File: config.mk
export PLATFORM = sky130hd
export DESIGN_NAME = fpu_output_cvt_flat
export DESIGN_NICKNAME = d
export VERILOG_FILES = /design/src/rtl/fpu_output_cvt_if.sv /design/src/rtl/fpu_output_cvt.sv /design/src/flat_wrapper.sv
export SDC_FILE = /design/constraint.sdc
export NUM_CORES = 1
export LEC_CHECK = 0
export ABC_AREA = 1
export CORE_MARGIN = 1.5
export CORE_UTILIZATION = 57
export DETAILED_ROUTE_END_ITERATION = 8
export PLACE_DENSITY = 0.89
export SLEW_MARGIN = 20
export SYNTH_ARGS = -nofsm -noshare
export SYNTH_HDL_FRONTEND = slang
export SYNTH_SLANG_ARGS = --single-unit
File: constraint.sdc
create_clock -name clk -period 2.75 [get_ports clk]
set_clock_uncertainty 0.05 [all_clocks]
set_input_delay 0.6875 -clock clk [delete_from_list [all_inputs] [get_ports clk]]
set_output_delay 0.6875 -clock clk [all_outputs]
set_load 0.01 [all_outputs]
File: src/rtl/fpu_output_cvt_if.sv
// FPU writeback bus: result in from the FPU, 32-bit register value out.
// master drives the FPU side and consumes the result; slave is the converter.
interface fpu_output_cvt_if;
  logic        in_valid;
  logic        in_ready;
  logic [1:0]  in_dst;
  logic [63:0] in_data;
  logic        out_valid;
  logic        out_ready;
  logic [31:0] out_data;
  logic        out_err;

  modport master (
    output in_valid, in_dst, in_data, out_ready,
    input  in_ready, out_valid, out_data, out_err
  );

  modport slave (
    input  in_valid, in_dst, in_data, out_ready,
    output in_ready, out_valid, out_data, out_err
  );
endinterface

File: src/rtl/fpu_output_cvt.sv
// Converts a signed Q15.48 FPU result to fp32 / u32 / i32 for the register write port.
// Latency: int/illegal/zero 1 cycle; fp32 2+(63-p) cycles for leading one at bit p (max 65).
// Backpressure: one conversion in flight; result held in DONE until out_ready, in_ready low meanwhile.
module fpu_output_cvt #(
  parameter int FRAC_BITS = 48,
  parameter int FP_BIAS   = 127
) (
  input logic               clk,
  input logic               rst_n,
  fpu_output_cvt_if.slave   bus
);
  localparam int         INT_BITS = 64 - FRAC_BITS;
  localparam logic [7:0] EXP_INIT = 8'(FP_BIAS + 63 - FRAC_BITS);

  typedef enum logic [1:0] {IDLE, NORM, DONE} state_t;

  state_t      state;
  logic [63:0] mag;
  logic [7:0]  exp_q;
  logic        sign_q;
  logic [31:0] data_q;
  logic        err_q;

  logic                sign_in;
  logic [63:0]         mag_in;
  logic [INT_BITS-1:0] int_part;
  logic                frac_nz;
  logic [31:0]         conv_data;
  logic                conv_err;

  assign sign_in  = bus.in_data[63];
  assign mag_in   = sign_in ? (~bus.in_data + 64'd1) : bus.in_data;
  assign int_part = bus.in_data[63:FRAC_BITS];
  assign frac_nz  = |bus.in_data[FRAC_BITS-1:0];

  // Integer destinations resolve in one step; fp32 goes through NORM instead.
  always_comb begin
    conv_data = 32'd0;
    conv_err  = 1'b0;
    case (bus.in_dst)
      2'b01:   conv_data = sign_in ? 32'd0 : {{(32-INT_BITS){1'b0}}, int_part};
      2'b10:   conv_data = {{(32-INT_BITS){int_part[INT_BITS-1]}}, int_part}
                           + {31'd0, sign_in & frac_nz};
      2'b11:   conv_err  = 1'b1;
      default: conv_data = 32'd0;
    endcase
  end

  always_ff @(posedge clk or negedge rst_n) begin
    if (!rst_n) begin
      state  <= IDLE;
      mag    <= 64'd0;
      exp_q  <= 8'd0;
      sign_q <= 1'b0;
      data_q <= 32'd0;
      err_q  <= 1'b0;
    end else begin
      case (state)
        IDLE: begin
          if (bus.in_valid) begin
            sign_q <= sign_in;
            if (bus.in_dst == 2'b00 && mag_in != 64'd0) begin
              mag   <= mag_in;
              exp_q <= EXP_INIT;
              state <= NORM;
            end else begin
              // Zero in fp32 drops the sign and packs as +0.
              data_q <= conv_data;
              err_q  <= conv_err;
              state  <= DONE;
            end
          end
        end
        NORM: begin
          if (mag[63]) begin
            data_q <= {sign_q, exp_q, mag[62:40]};
            err_q  <= 1'b0;
            state  <= DONE;
          end else begin
            mag   <= mag << 1;
            exp_q <= exp_q - 8'd1;
          end
        end
        DONE: begin
          if (bus.out_ready) state <= IDLE;
        end
        default: state <= IDLE;
      endcase
    end
  end

  assign bus.in_ready  = (state == IDLE);
  assign bus.out_valid = (state == DONE);
  assign bus.out_data  = data_q;
  assign bus.out_err   = err_q;
endmodule
File: src/flat_wrapper.sv
// flat-port wrapper written by rule: the top's interface ports become plain ports
module fpu_output_cvt_flat 
#(
  parameter int FRAC_BITS = 48,
  parameter int FP_BIAS   = 127
)
  (clk, rst_n, bus_in_valid, bus_in_dst, bus_in_data, bus_out_ready, bus_in_ready, bus_out_valid, bus_out_data, bus_out_err);
  fpu_output_cvt_if bus_i ();
  input logic clk;
  input logic rst_n;
  input wire logic [$bits(bus_i.in_valid)-1:0] bus_in_valid;
  input wire logic [$bits(bus_i.in_dst)-1:0] bus_in_dst;
  input wire logic [$bits(bus_i.in_data)-1:0] bus_in_data;
  input wire logic [$bits(bus_i.out_ready)-1:0] bus_out_ready;
  output wire logic [$bits(bus_i.in_ready)-1:0] bus_in_ready;
  output wire logic [$bits(bus_i.out_valid)-1:0] bus_out_valid;
  output wire logic [$bits(bus_i.out_data)-1:0] bus_out_data;
  output wire logic [$bits(bus_i.out_err)-1:0] bus_out_err;
  assign bus_i.in_valid = bus_in_valid;
  assign bus_i.in_dst = bus_in_dst;
  assign bus_i.in_data = bus_in_data;
  assign bus_i.out_ready = bus_out_ready;
  assign bus_in_ready = bus_i.in_ready;
  assign bus_out_valid = bus_i.out_valid;
  assign bus_out_data = bus_i.out_data;
  assign bus_out_err = bus_i.out_err;
  fpu_output_cvt #(.FRAC_BITS(FRAC_BITS), .FP_BIAS(FP_BIAS)) u_core (.clk(clk), .rst_n(rst_n), .bus(bus_i));
endmodule
==> impl_summary.log, run 1 <==
[metrics] outcome: aborted with a tool error
[metrics] last stage reached: global routing (5_1_grt)
[metrics] first error: [ERROR GRT-0116] Global routing finished with congestion. Check the congestion regions in the DRC Viewer.
[metrics] number of instances in the synthesized netlist: between 1,000 and 1,500
[metrics] count of hold-fix buffers inserted at cts: 0
[metrics] per-instance average area after synthesis: between 6 and 7 um^2
[metrics] Syn Nets: 1,472
[metrics] number of buffers added by the clock tree synthesis step: 9
[metrics] library cell with the largest summed area after synthesis: sky130_fd_sc_hd__dfrtp_1
[metrics] H-tree levels: 3
[metrics] maximum clock insertion buffer count: 2
[metrics] top cells by area in the synthesized netlist: sky130_fd_sc_hd__dfrtp_1 (31%), sky130_fd_sc_hd__nand2_1 (22%), sky130_fd_sc_hd__nand3_1 (13%)
[metrics] Remaining Overflow, GRT: 49
[metrics] Die Width: roughly 130 um
[metrics] Initial Utilization: 0.587
[metrics] worst slack, placed: -1330 ps
[metrics] number of enable-type register cells in the synthesized netlist: 0
[metrics] share of Yosys cell area claimed by the top area cell type: 0.315
[metrics] via count of the first global-routing pass: between 15,000 and 20,000
[metrics] asr flop ratio synth: 1.00
[metrics] part of the Yosys area used for sequential elements: 0.315
[metrics] half-perimeter wire length after placement: about 23,000 um
[metrics] global placement routability congestion: 1.11
[metrics] quantity of I/O buffers inserted on ports: around 100
[metrics] cell area after synthesis: approximately 8600 um^2
[metrics] prevailing post-synth register cell: sky130_fd_sc_hd__dfrtp_1
[metrics] number of cell rows: 44
[metrics] Distinct cells, synth: 43
[metrics] Sink Count: 108
[metrics] first-pass GRT wire length: between 80,000 and 90,000 um
[metrics] GRT Overall Usage: 0.708
[metrics] number of top-level pins: 105
[metrics] Yosys warning count: 0
[metrics] count of state elements after synthesis: 108
[metrics] Clk Tree Root Cell: sky130_fd_sc_hd__clkbuf_16
[metrics] pin count of the biggest net entering global routing: 71
[metrics] die height: 126 um
==> Yosys cell counts (all sizes together), types with 6 or more instances <==
cell type    n
nand2      511
nand3      218
nor2       175
dfrtp      108
inv         99
o21ai       86
clkbuf      36
buf         30
nand3b      20
a22o        17
o22ai       16
a21oi       13
xor2        10
ha           8
nand4        8
a21boi       6
==> metal layers <==
layer | GRT overflow | GRT usage
met2 | 32 | 0.903
met3 | 0 | 0.539
met4 | 16 | 0.725
met5 | 0 | 0.149
met1 | 1 | 0.694
==> kinds of logic after synthesis <==
logic type	after synthesis	synth area share
xor gates and xnor gates	12	0.0122
buffers and inverters	170	0.0826
and+or+nand+nor	937	0.465
AOI/OAI and AO/OA	159	0.114
DFF	108	0.315
adders and majority gates	8	0.0117
==> through the flow <==
stage	instances	cell area, um^2	hold slack (ps)
CTS	1940	13300	256
detailed placement	1848	11500	416
global placement	1848	11500	414
floorplan	1394	8660	342
==> timing repair <==
action,4_1_cts
pin swaps,96
resized for setup,261
setup endpoints to repair,107
cloned,19
setup buffers,59
==> run 2: changes to the inputs <==
- CORE_UTILIZATION: 57 -> 40
- PLACE_DENSITY: 0.89 -> not set
- PLACE_DENSITY_LB_ADDON: not set -> 0.15
==> run 2 against run 1 <==
  * The flow now finishes, with violations (negative setup slack)
  * Synthesized area did not move
  * Synthesized cell count stayed put
==> impl_summary.log, run 2 <==
[metrics] Hold Slack: 121 ps
[metrics] Die Width: 150 um (+19%)
[metrics] part of the Yosys area used for sequential elements: 0.315 (unchanged)
[metrics] share of layout cells above drive strength 1: 0.323
[metrics] number of top-level pins: 105 (unchanged)
[metrics] count of state elements after synthesis: 108 (unchanged)
[metrics] setup violation total in the final timing report: between 100 and 150
[metrics] Remaining Overflow, GRT: 0
[metrics] Pwr per Cell Area: 646 nW/um^2
[metrics] cell area after synthesis: 8590 um^2 (unchanged)
[metrics] total negative slack for setup checks: -34,110 ps
[metrics] prevailing post-synth register cell: sky130_fd_sc_hd__dfrtp_1
[metrics] maxcap violations: 0
[metrics] first-pass GRT wire length: 51,400 um
[metrics] clock network latency to the later pin of the worst-skew pair: 360 ps
[metrics] vias per cell: 5.32
[metrics] die height: 150 um (+19%)
[metrics] relative area change from synthesis to final layout: 55.8%
[metrics] unrepaired setup endpoints after global routing: true
[metrics] number of buffers added by the clock tree synthesis step: 9 (unchanged)
[metrics] CP arrival: 3330 ps
[metrics] total number of nets in the final design: 1,838
[metrics] number of hold-slack violations in the final timing report: 0
[metrics] library cell with the largest summed area after synthesis: sky130_fd_sc_hd__dfrtp_1
[metrics] most frequent cells after synthesis: sky130_fd_sc_hd__nand2_1 (500), sky130_fd_sc_hd__nand3_1 (216), sky130_fd_sc_hd__nor2_1 (164)
[metrics] R2R cell count: 8
[metrics] Clk Tree Root Cell: sky130_fd_sc_hd__clkbuf_16
[metrics] relative slew slack: 0.497
[metrics] Antenna diodes: 0
[metrics] most frequent standard cell in the layout excluding fill and tap cells: sky130_fd_sc_hd__nand2_1
[metrics] worst slack, placed: -1290 ps (+42.7 ps)
[metrics] count of TritonRoute iterations in the first routing pass: 7
[metrics] initial antenna violation count: 0
[metrics] slew at the pin closest to its max-slew limit: 755 ps
[metrics] top cells by area in the synthesized netlist: sky130_fd_sc_hd__dfrtp_1 (31%), sky130_fd_sc_hd__nand2_1 (22%), sky130_fd_sc_hd__nand3_1 (13%)
[metrics] outcome: finished, violations left
[metrics] half-perimeter wire length after placement: 24,300 um (+5.2%)
[metrics] violated checks: negative setup slack
[metrics] number of instances in the synthesized netlist: 1,394 (unchanged)
[metrics] Via Count: 10,900
[metrics] r2r setup slk: 450 ps
[metrics] residual antenna-violating net count after detailed routing: 0
[metrics] global placement routability congestion: 0.965 (-13%)
[metrics] type of element capturing the critical path: register
[metrics] H-tree levels: 3 (unchanged)
[metrics] register ranked first by flip-flop count: u_core.mag
[metrics] asr flop ratio synth: 1.00 (unchanged)
[metrics] final max-slew violation count: 0
[metrics] core region area: 21,000 um^2
[metrics] Yosys warning count: 0 (unchanged)
[metrics] Sink Count: 108 (unchanged)
[metrics] quantity of I/O buffers inserted on ports: 104 (unchanged)
[metrics] via count of the first global-routing pass: 9,922
[metrics] count of hold-fix buffers inserted at cts: 0 (unchanged)
[metrics] Die Area: ~22,000 um^2
[metrics] per-instance average area after synthesis: 6.16 um^2 (unchanged)
[metrics] destination of the worst register-to-register timing path: u_core.bus.out_data[3]
[metrics] required time worst endpoint: 2970 ps
[metrics] critical path start-end classification: input port to register
[metrics] classification of the worst-slack hold path: input port to asynchronous set/reset pin
[metrics] number of cell rows: 53 (+20%)
[metrics] most frequent cells in the layout: sky130_fd_sc_hd__nand2_1 (446), sky130_fd_sc_hd__buf_4 (282), sky130_fd_sc_hd__nand3_1 (201), sky130_fd_sc_hd__dfrtp_1 (108), sky130_fd_sc_hd__inv_1 (84)
[metrics] Distinct cells, synth: 43 (unchanged)
[metrics] clock transition at the registers of the reported paths: 90 ps
[metrics] smallest setup slack after layout: -360 ps
[metrics] Syn Nets: 1,472 (unchanged)
[metrics] DRC violations left: 0
[metrics] share of Yosys cell area claimed by the top area cell type: 0.315 (unchanged)
[metrics] number of flip-flops under the largest register name: 64
[metrics] Tcrit/Tclk final: 1.13
[metrics] Setup crit start kind: input port
[metrics] detailed router's first-iteration violation count: 943
[metrics] GRT Overall Usage: 0.295
[metrics] worst-path fanout max: 8
[metrics] utilization after layout: 0.637
[metrics] number of enable-type register cells in the synthesized netlist: 0 (unchanged)
[metrics] total wire length after detailed routing: between 30,000 and 40,000 um
[metrics] Initial Utilization: 0.409 (-0.178)
[metrics] standby leakage power: 6.73 nW
[metrics] detailed-route wire length per cell: 16.6 um
[metrics] launch instance of the worst register-to-register path: u_core.mag[63]
[metrics] TritonCTS clock tree: built
[metrics] maximum vdd ir drop: 439 uV
[metrics] pin count of the biggest net entering global routing: 71
[metrics] Final min period: 3110 ps
[metrics] Max Clk Rate: 322 MHz
[metrics] Pwr Total: between 0.008 and 0.009 W
[metrics] maximum clock insertion buffer count: 2 (unchanged)
[metrics] most common cell in the synthesized netlist: sky130_fd_sc_hd__nand2_1
run 2: cell counts after synthesis:
Identical to the previous run, type by type.
run 2: logic make-up (layout without fill, tap and decap cells):
group	count (synthesis)	in the layout	share of synthesized area
compound gates	159	159	0.114
xor+xnor	12	12	0.0122
fa+ha+maj	8	8	0.0117
buf+inv	170	541	0.0826
flops	108	108	0.315
simple gates	937	937	0.465
run 2: final cells by class:
type / count / area, um^2
Clock inverter: 7 / 83.8
Sequential cell: 108 / 2700
Multi-Input combinational cell: 1116 / 5940
Timing Repair Buffer: 421 / 3680
Fill cell: 1933 / 7640
Clock buffer: 9 / 225
Inverter: 104 / 399
Tap cell: 275 / 344
run 2: where the power goes:
part | leakage, nW | total, W | switching [W] | internal [W]
logic | 5.20 | 0.00445 | 0.00243 | 0.00201
clock network | 0.152 | 0.00137 | 0.000704 | 0.000662
registers | 1.38 | 0.00283 | 0.000511 | 0.00232
total | 6.73 | 0.00865 | 0.00365 | 0.00500
run 2: critical path, stage by stage:
cell                         delay, ps
sky130_fd_sc_hd__buf_8              90
sky130_fd_sc_hd__clkinvlp_4         90
sky130_fd_sc_hd__ha_4              170
sky130_fd_sc_hd__nand2_4            90
sky130_fd_sc_hd__nor2_8             40
sky130_fd_sc_hd__nand2_2            80
sky130_fd_sc_hd__nand2_2            80
sky130_fd_sc_hd__nand3_4           110
sky130_fd_sc_hd__ha_4              150
sky130_fd_sc_hd__ha_4              120
sky130_fd_sc_hd__nand2_2            40
sky130_fd_sc_hd__inv_2              50
sky130_fd_sc_hd__nand2_2            70
sky130_fd_sc_hd__nor2_4            120
sky130_fd_sc_hd__nand2_2            80
sky130_fd_sc_hd__nor2_4            130
sky130_fd_sc_hd__nand2_2            90
sky130_fd_sc_hd__nor2_4            150
sky130_fd_sc_hd__nand3_4            90
sky130_fd_sc_hd__nor2_4            130
sky130_fd_sc_hd__nand3_2            80
sky130_fd_sc_hd__nand4_1           100
sky130_fd_sc_hd__buf_4             150
sky130_fd_sc_hd__clkbuf_16         150
sky130_fd_sc_hd__nand2_2            50
sky130_fd_sc_hd__nand2_2            60
sky130_fd_sc_hd__nand2_1            40
run 2: worst max path at each step:
stage | slack, ps | end | start | depth (start not counted)
after CTS | -450 | u_core.bus.out_data[24] | bus_in_data[0] | 27
final | -360 | u_core.bus.out_data[18] | bus_in_data[0] | 27
after floorplan | -550 | u_core.bus.out_data[24] | bus_in_data[0] | 25
after global routing | -540 | u_core.bus.out_data[18] | bus_in_data[0] | 27
after global placement | -1220 | u_core.bus.out_data[22] | bus_in_data[0] | 27
after detailed placement | -1290 | u_core.bus.out_data[25] | bus_in_data[0] | 27
run 2: per-stage QoR:
| stage | instance area [um^2] | std cells |
|---|---|---|
| 2_1_floorplan | 8660 | 1394 |
| 3_3_place_gp | 11700 | 1960 |
| 3_5_place_dp | 11700 | 1960 |
| 4_1_cts | 12500 | 2010 |
| 5_1_grt | 13400 | 2040 |
| 6_report | 13400 | 2040 |
run 2: repair_timing:
item / 4_1_cts / 5_1_grt
resized for setup: 110 / 236
endpoints found under the setup margin: 107 / 107
pin swaps: 52 / 125
buffers inserted: 29 / 25
cloned: 5 / 7
run 2: per-layer routing:
| metal | up-vias | global-route usage | wire length [um] |
|---|---|---|---|
| li1 | 5285 | - | - |
| met5 | - | 0 | 0 |
| met2 | 372 | 0.489 | 16500 |
| met3 | 90 | 0.0387 | 1800 |
| met1 | 5109 | 0.377 | 14000 |
| met4 | 0 | 0.145 | 1530 |
Power figures use the tool's default switching activity.
